<file path="src/rtl/dsp19x2_result_unpacker.sv">
// dsp19x2_result_unpacker
// Buffers packed dual-multiplier results {Z1, Z2} in a small FIFO and
// serializes each word into two 19-bit lane results on a valid/ready stream.
// The lane emitted first is selected by LANE_ORDER ("Z1_FIRST" / "Z2_FIRST").
module dsp19x2_result_unpacker #(
  parameter int FIFO_DEPTH = 4,
  parameter     LANE_ORDER = "Z1_FIRST"
) (
  input  logic                        CLK,
  input  logic                        RESET,
  input  logic [37:0]                 Z_PACKED,
  input  logic                        IN_VALID,
  output logic                        IN_READY,
  output logic [18:0]                 OUT_DATA,
  output logic                        OUT_LANE,
  output logic                        OUT_VALID,
  input  logic                        OUT_READY,
  input  logic                        FLUSH,
  output logic [$clog2(FIFO_DEPTH):0] COUNT
);

  localparam int AW = $clog2(FIFO_DEPTH);
  localparam int CW = AW + 1;
  localparam logic [CW-1:0] DEPTH_C = CW'(FIFO_DEPTH);
  localparam bit Z2_FIRST = (LANE_ORDER == "Z2_FIRST");
  localparam logic FIRST_LANE_ID = Z2_FIRST ? 1'b1 : 1'b0;

  typedef enum logic [1:0] {
    IDLE,
    FIRST,
    SECOND
  } state_t;

  state_t        state;
  logic [37:0]   hold;
  logic [37:0]   mem [FIFO_DEPTH];
  logic [AW-1:0] wr_ptr;
  logic [AW-1:0] rd_ptr;
  logic [CW-1:0] count;
  logic [CW-1:0] count_next;
  logic          ready_q;
  logic [18:0]   out_data_q;
  logic          out_lane_q;
  logic          out_valid_q;
  logic          push;
  logic          pop;
  logic [37:0]   head;

  // Lane extraction: Z1 lives in the upper 19 bits, Z2 in the lower 19 bits.
  function automatic logic [18:0] first_lane(input logic [37:0] w);
    return Z2_FIRST ? w[18:0] : w[37:19];
  endfunction

  function automatic logic [18:0] second_lane(input logic [37:0] w);
    return Z2_FIRST ? w[37:19] : w[18:0];
  endfunction

  assign head = mem[rd_ptr];

  // Push/pop decisions; flush suppresses both so a flushed edge changes nothing but the clear.
  always_comb begin
    push = IN_VALID && ready_q && !FLUSH;
    pop  = 1'b0;
    if (!FLUSH && (count != '0)) begin
      if (state == IDLE) begin
        pop = 1'b1;
      end else if ((state == SECOND) && OUT_READY) begin
        pop = 1'b1;
      end
    end
  end

  // Next word count; a simultaneous push and pop leaves the count unchanged.
  always_comb begin
    count_next = count;
    if (FLUSH) begin
      count_next = '0;
    end else if (push && !pop) begin
      count_next = count + CW'(1);
    end else if (!push && pop) begin
      count_next = count - CW'(1);
    end
  end

  // FIFO storage is written at the tail; contents need no reset since count gates reads.
  always_ff @(posedge CLK) begin
    if (push) begin
      mem[wr_ptr] <= Z_PACKED;
    end
  end

  // Pointer, count and registered ready bookkeeping; ready stays low while in reset.
  always_ff @(posedge CLK or negedge RESET) begin
    if (!RESET) begin
      wr_ptr  <= '0;
      rd_ptr  <= '0;
      count   <= '0;
      ready_q <= 1'b0;
    end else begin
      if (FLUSH) begin
        wr_ptr <= '0;
        rd_ptr <= '0;
      end else begin
        if (push) begin
          wr_ptr <= wr_ptr + AW'(1);
        end
        if (pop) begin
          rd_ptr <= rd_ptr + AW'(1);
        end
      end
      count   <= count_next;
      ready_q <= (count_next < DEPTH_C);
    end
  end

  // Serializer FSM with registered lane outputs; popping in SECOND avoids a bubble.
  always_ff @(posedge CLK or negedge RESET) begin
    if (!RESET) begin
      state       <= IDLE;
      hold        <= '0;
      out_data_q  <= '0;
      out_lane_q  <= 1'b0;
      out_valid_q <= 1'b0;
    end else if (FLUSH) begin
      state       <= IDLE;
      hold        <= '0;
      out_data_q  <= '0;
      out_lane_q  <= 1'b0;
      out_valid_q <= 1'b0;
    end else begin
      case (state)
        IDLE: begin
          if (pop) begin
            hold        <= head;
            state       <= FIRST;
            out_valid_q <= 1'b1;
            out_data_q  <= first_lane(head);
            out_lane_q  <= FIRST_LANE_ID;
          end
        end
        FIRST: begin
          if (OUT_READY) begin
            state      <= SECOND;
            out_data_q <= second_lane(hold);
            out_lane_q <= ~FIRST_LANE_ID;
          end
        end
        SECOND: begin
          if (OUT_READY) begin
            if (pop) begin
              hold        <= head;
              state       <= FIRST;
              out_valid_q <= 1'b1;
              out_data_q  <= first_lane(head);
              out_lane_q  <= FIRST_LANE_ID;
            end else begin
              state       <= IDLE;
              out_valid_q <= 1'b0;
            end
          end
        end
        default: begin
          state       <= IDLE;
          out_valid_q <= 1'b0;
        end
      endcase
    end
  end

  assign IN_READY  = ready_q;
  assign OUT_DATA  = out_data_q;
  assign OUT_LANE  = out_lane_q;
  assign OUT_VALID = out_valid_q;
  assign COUNT     = count;

endmodule
</file>
<file path="config.mk">
export PLATFORM = sky130hd
export DESIGN_NAME = dsp19x2_result_unpacker
export DESIGN_NICKNAME = d
export VERILOG_FILES = /design/src/rtl/dsp19x2_result_unpacker.sv
export SDC_FILE = /design/constraint.sdc
export NUM_CORES = 1
export LEC_CHECK = 0
export CORE_MARGIN = 1.5
export CORE_UTILIZATION = 63
export DETAILED_ROUTE_END_ITERATION = 10
export DONT_BUFFER_PORTS = 1
export PLACE_DENSITY = 0.79
export SYNTH_ARGS = -nofsm -noshare
export SYNTH_HDL_FRONTEND = slang
export SYNTH_SLANG_ARGS = --single-unit
</file>
<file path="constraint.sdc">
create_clock -name CLK -period 2.34 [get_ports CLK]
set_input_delay 0.351 -clock CLK [delete_from_list [all_inputs] [get_ports CLK]]
set_output_delay 0.351 -clock CLK [all_outputs]
set_load 0.005 [all_outputs]
</file>
==> results.txt <==
- The count of nets left with antenna violations once routing finished came out at 0.
- Worst Reg-to-Reg Cells: 6
- The number of pins with negative max-slew slack in the final report is 0.
* Port-buffer cells: 0
- RSZ-0062 raised after global routing: no
* Type of the worst min-delay path: input port to flip-flop
- Slew at the pin closest to its max-slew limit: between 500 and 600 ps
* Die span in y: 114 um
- Setup violations remaining at the end of the flow were counted as 0.
* First-pass GRT wire length: 22800 um
- The longest clock path from root to sink contains 3 buffers.
- The worst setup path is of the flip-flop to flip-flop kind.
- Sequential-to-total area share from yosys stat: 74.6%
* Global-route usage over all layers: a little under a quarter
- Gp weighted congestion: 0.788
* Routed wirelength normalized by instance count: approximately 22 um
- Most frequent cells after synthesis: 152 x edfxtp_1, 50 x dfrtp_1, 38 x mux4_2, 24 x nor2_1, 22 x a21oi_1
- Pin count of the biggest net entering global routing: 51
* Met1 wire length: 5780 um
- Summed over all nets, wire length on met3 after detailed routing comes to between 900 and 1000 um.
* Clock network fraction of design power: around 32%
* Count of different cell masters after synthesis: 36
* Arrival time worst endpoint: 2390 ps
- The analysis attributes to net switching a power of ~2800 uW.
* Area inside the core boundary: 12100 um2
* Num ports: 68
- Along the worst hold path, the cell count comes to 2.
- The largest single stage delay on the critical path is around 370 ps.
* Placement-stage cell area: 8030 um2
* Die Wd: between 100 and 150 um
- Summing over every cut layer, the via total after detailed routing is between 3000 and 4000.
- Diodes inserted: 0
- Overall overflow remaining after global route: 0
- The initial antenna violation count came to 0.
* Average size of a mapped cell: 19.3 um2
- Cell Pwr Density: roughly 1100 nW/um2
- Post-route minimum period: 2030 ps
* Accumulated negative setup slack: 0 ps
- Kind of launch point of the worst setup path: flip-flop
- For the worst setup path, the data required time is 2700 ps.
- Cell type with the highest aggregate area in the netlist: edfxtp_1
- The synthesized design contains 202 register bits.
- The internal portion of the total power is roughly 7600 uW.
- Maximum clock skew at final layout: between 10 and 15 ps
* Detailed-route DRC error count: 0
- Wire segments on met2 add up to 7410 um in the final route.
* Endpoints failing hold: 0
- Upper clock frequency limit: 492 MHz
- The HPWL after detailed placement is 8440 um.
- Number of enable-type register cells in the synthesized netlist: 152
- Net count after synthesis: between 400 and 500
- Area of the die: ~13000 um2
- After the first detailed-routing iteration, the DRC count stood at between 300 and 400.
- Clock latency reported for the late side of the worst-skew pair: about 480 ps
* Fraction of layout cells with a size suffix above 1: about a fifth
* Worst max-slew margin expressed relative to the limit: 62.3%
- The tree is rooted in a clkbuf_16.
- Most frequent cell after synthesis: edfxtp_1
- The first TritonRoute pass finished after 4 iterations.
* Worst path cell trace: inv_1 -> ha_1 -> nor2b_2 -> nor3_4 -> mux2_4 -> mux2_1
- The number of global-route vias before repair is 4173.
- Worst IR drop on VDD: about 0.75 mV
* CTS tree: built
- Layout area overhead: 17.8%
- Highest fanout seen on the critical path: 7
* Share of flip-flops with an asynchronous set or reset after synthesis: 24.8%
- The run finished with clean final reports.
- Highest layer used for signal routing: met4
- Final net count: 510
- Yosys printed 0 warnings.
* Row cnt: 40
- Crit path capture type: flip-flop
- Leakage: 0.00324 uW
- Initial Utilization: 64.6%
* Crit-path slowest cell: dfrtp_1
- Power share of the combinational group: a little over a fifth
- In the synthesized netlist the dominant register cell turns out to be edfxtp_1.
- Summed area of non-filler cells in the final layout: 9190 um2
- Cell Area, Synth: 7800 um2
* Post-DR vias/cell: roughly 6.1
- Proportion of power drawn by flip-flops and latches: between 40 and 50%
- CTS saw 202 sinks.
- In this run switching power makes up 27.1% of total power.
- By area the synthesized netlist is led by edfxtp_1 59%, dfrtp_1 16%, mux4_2 11%.
- In this run the number of H-tree levels came out at 1.
* Maximum Capacitance Violations: 0
- Clock buffer count from CTS: 20
- Gate Count Post-Synth: 404
* Total wire length: 14400 um
- Worst-path clk slew: roughly 60 ps
* Proportion of netlist area held by the largest area contributor: about three fifths
* Period Utilization, post-route: between 80 and 90%
routing by layer:
layer  GRT usage (%)  vias to the layer above
met5               0                        -
li1                -                     1731
met1            31.8                     2048
met2            39.0                      133
met3            4.82                       23
met4            6.50                        0
area by class of cell:
class / instances / area (um2)
clock buffer: 29 / 606
clock inverter: 7 / 109
fill: 663 / 2880
inverter: 7 / 26.3
multi-input combinational: 171 / 1810
sequential: 202 / 5820
tap: 168 / 210
timing repair buffer: 58 / 608
power groups by stage:
stage / Sequential, uW / Clock [uW] / Combinational (uW)
6_report: 4860 / 3360 / 2260
5_1_grt: 4920 / 3530 / 2470
4_1_cts: 4860 / 3410 / 2270
3_5_place_dp: 4920 / 0 / 2130
3_3_place_gp: 4890 / 0 / 2050
2_1_floorplan: 4740 / 0 / 1770
worst paths after layout:
path | startpoint | end | slack [ps]
max | COUNT[0] | COUNT[2] | 310
min | FLUSH | IN_READY | 80
max reg2reg | COUNT[0] | COUNT[2] | 310
min reg2reg | hold[17] | hold[17] | 510
max in group asynchronous | RESET | rd_ptr[0] | 1700
min in group asynchronous | RESET | OUT_DATA[1] | 380
metrics by stage:
stage	instances	setup slack, ps	power (uW)	hold WS [ps]	util [%]
finish	642	307	10500	76.1	76.2
detailed placement	564	-173	7050	56.8	66.5
floorplan	404	317	6510	55.4	-
global placement	564	5.07	6930	57.5	66.5
global route	642	214	10900	77.6	76.2
CTS	642	103	10500	58.2	76.1
critical path, delay by kind of cell (launching register included):
kind / cells / cell delay [ps]
muxes: 2 / 660
buffers and inverters: 1 / 90
and+or+nand+nor: 2 / 590
adders and majority gates: 1 / 200
DFF: 1 / 370
registers in the layout, summed over array words and instances (netlist names):
signal	cells
OUT_LANE	1
OUT_VALID	1
wr_ptr	2
hold	19
OUT_DATA	19
state	2
rd_ptr	2
IN_READY	1
mem	152
COUNT	3
timing repair:
action                                  in CTS  in global routing
setup buffers                                0                  0
endpoints found under the setup margin      19                 21
resized for setup                            1                  1
endpoints found under the hold margin      212                  0
pin swaps                                    0                  0
hold buffers                                42                  0
cell families (layout without fill, tap and decap cells):
family          after synthesis  in the layout  share of synthesized area [%]
compound gates               67             67                           6.15
xor+xnor                      5              5                          0.562
fa+ha+maj                     8              8                           1.25
buf+inv                      31            101                           2.47
flops                       202            202                           74.6
mux                          41             41                           11.4
simple gates                 50             50                           3.53
placed cells by master (no fill, tap or decap), drive strengths merged:
| cell | n |
|---|---|
| maj3 | 1 |
| edfxtp | 152 |
| bufinv | 3 |
| and2b | 1 |
| dfrtp | 50 |
| nand3b | 1 |
| and2 | 2 |
| a2111oi | 2 |
| mux2i | 1 |
| xnor2 | 5 |
| mux2 | 2 |
| clkbuf | 29 |
| o22ai | 1 |
| a22oi | 19 |
| a22o | 19 |
| nor2b | 4 |
| and3 | 4 |
| nand2 | 6 |
| buf | 17 |
| nor4b | 1 |
| o311ai | 1 |
| nor4 | 1 |
| dlygate4sd3 | 41 |
| ha | 7 |
| mux4 | 38 |
| nor3 | 1 |
| a21oi | 22 |
| inv | 7 |
| a211oi | 2 |
| nand2b | 3 |
| clkinv | 4 |
| nor2 | 26 |
| o21ai | 1 |
No activity file was read; power rests on OpenSTA's default activity.
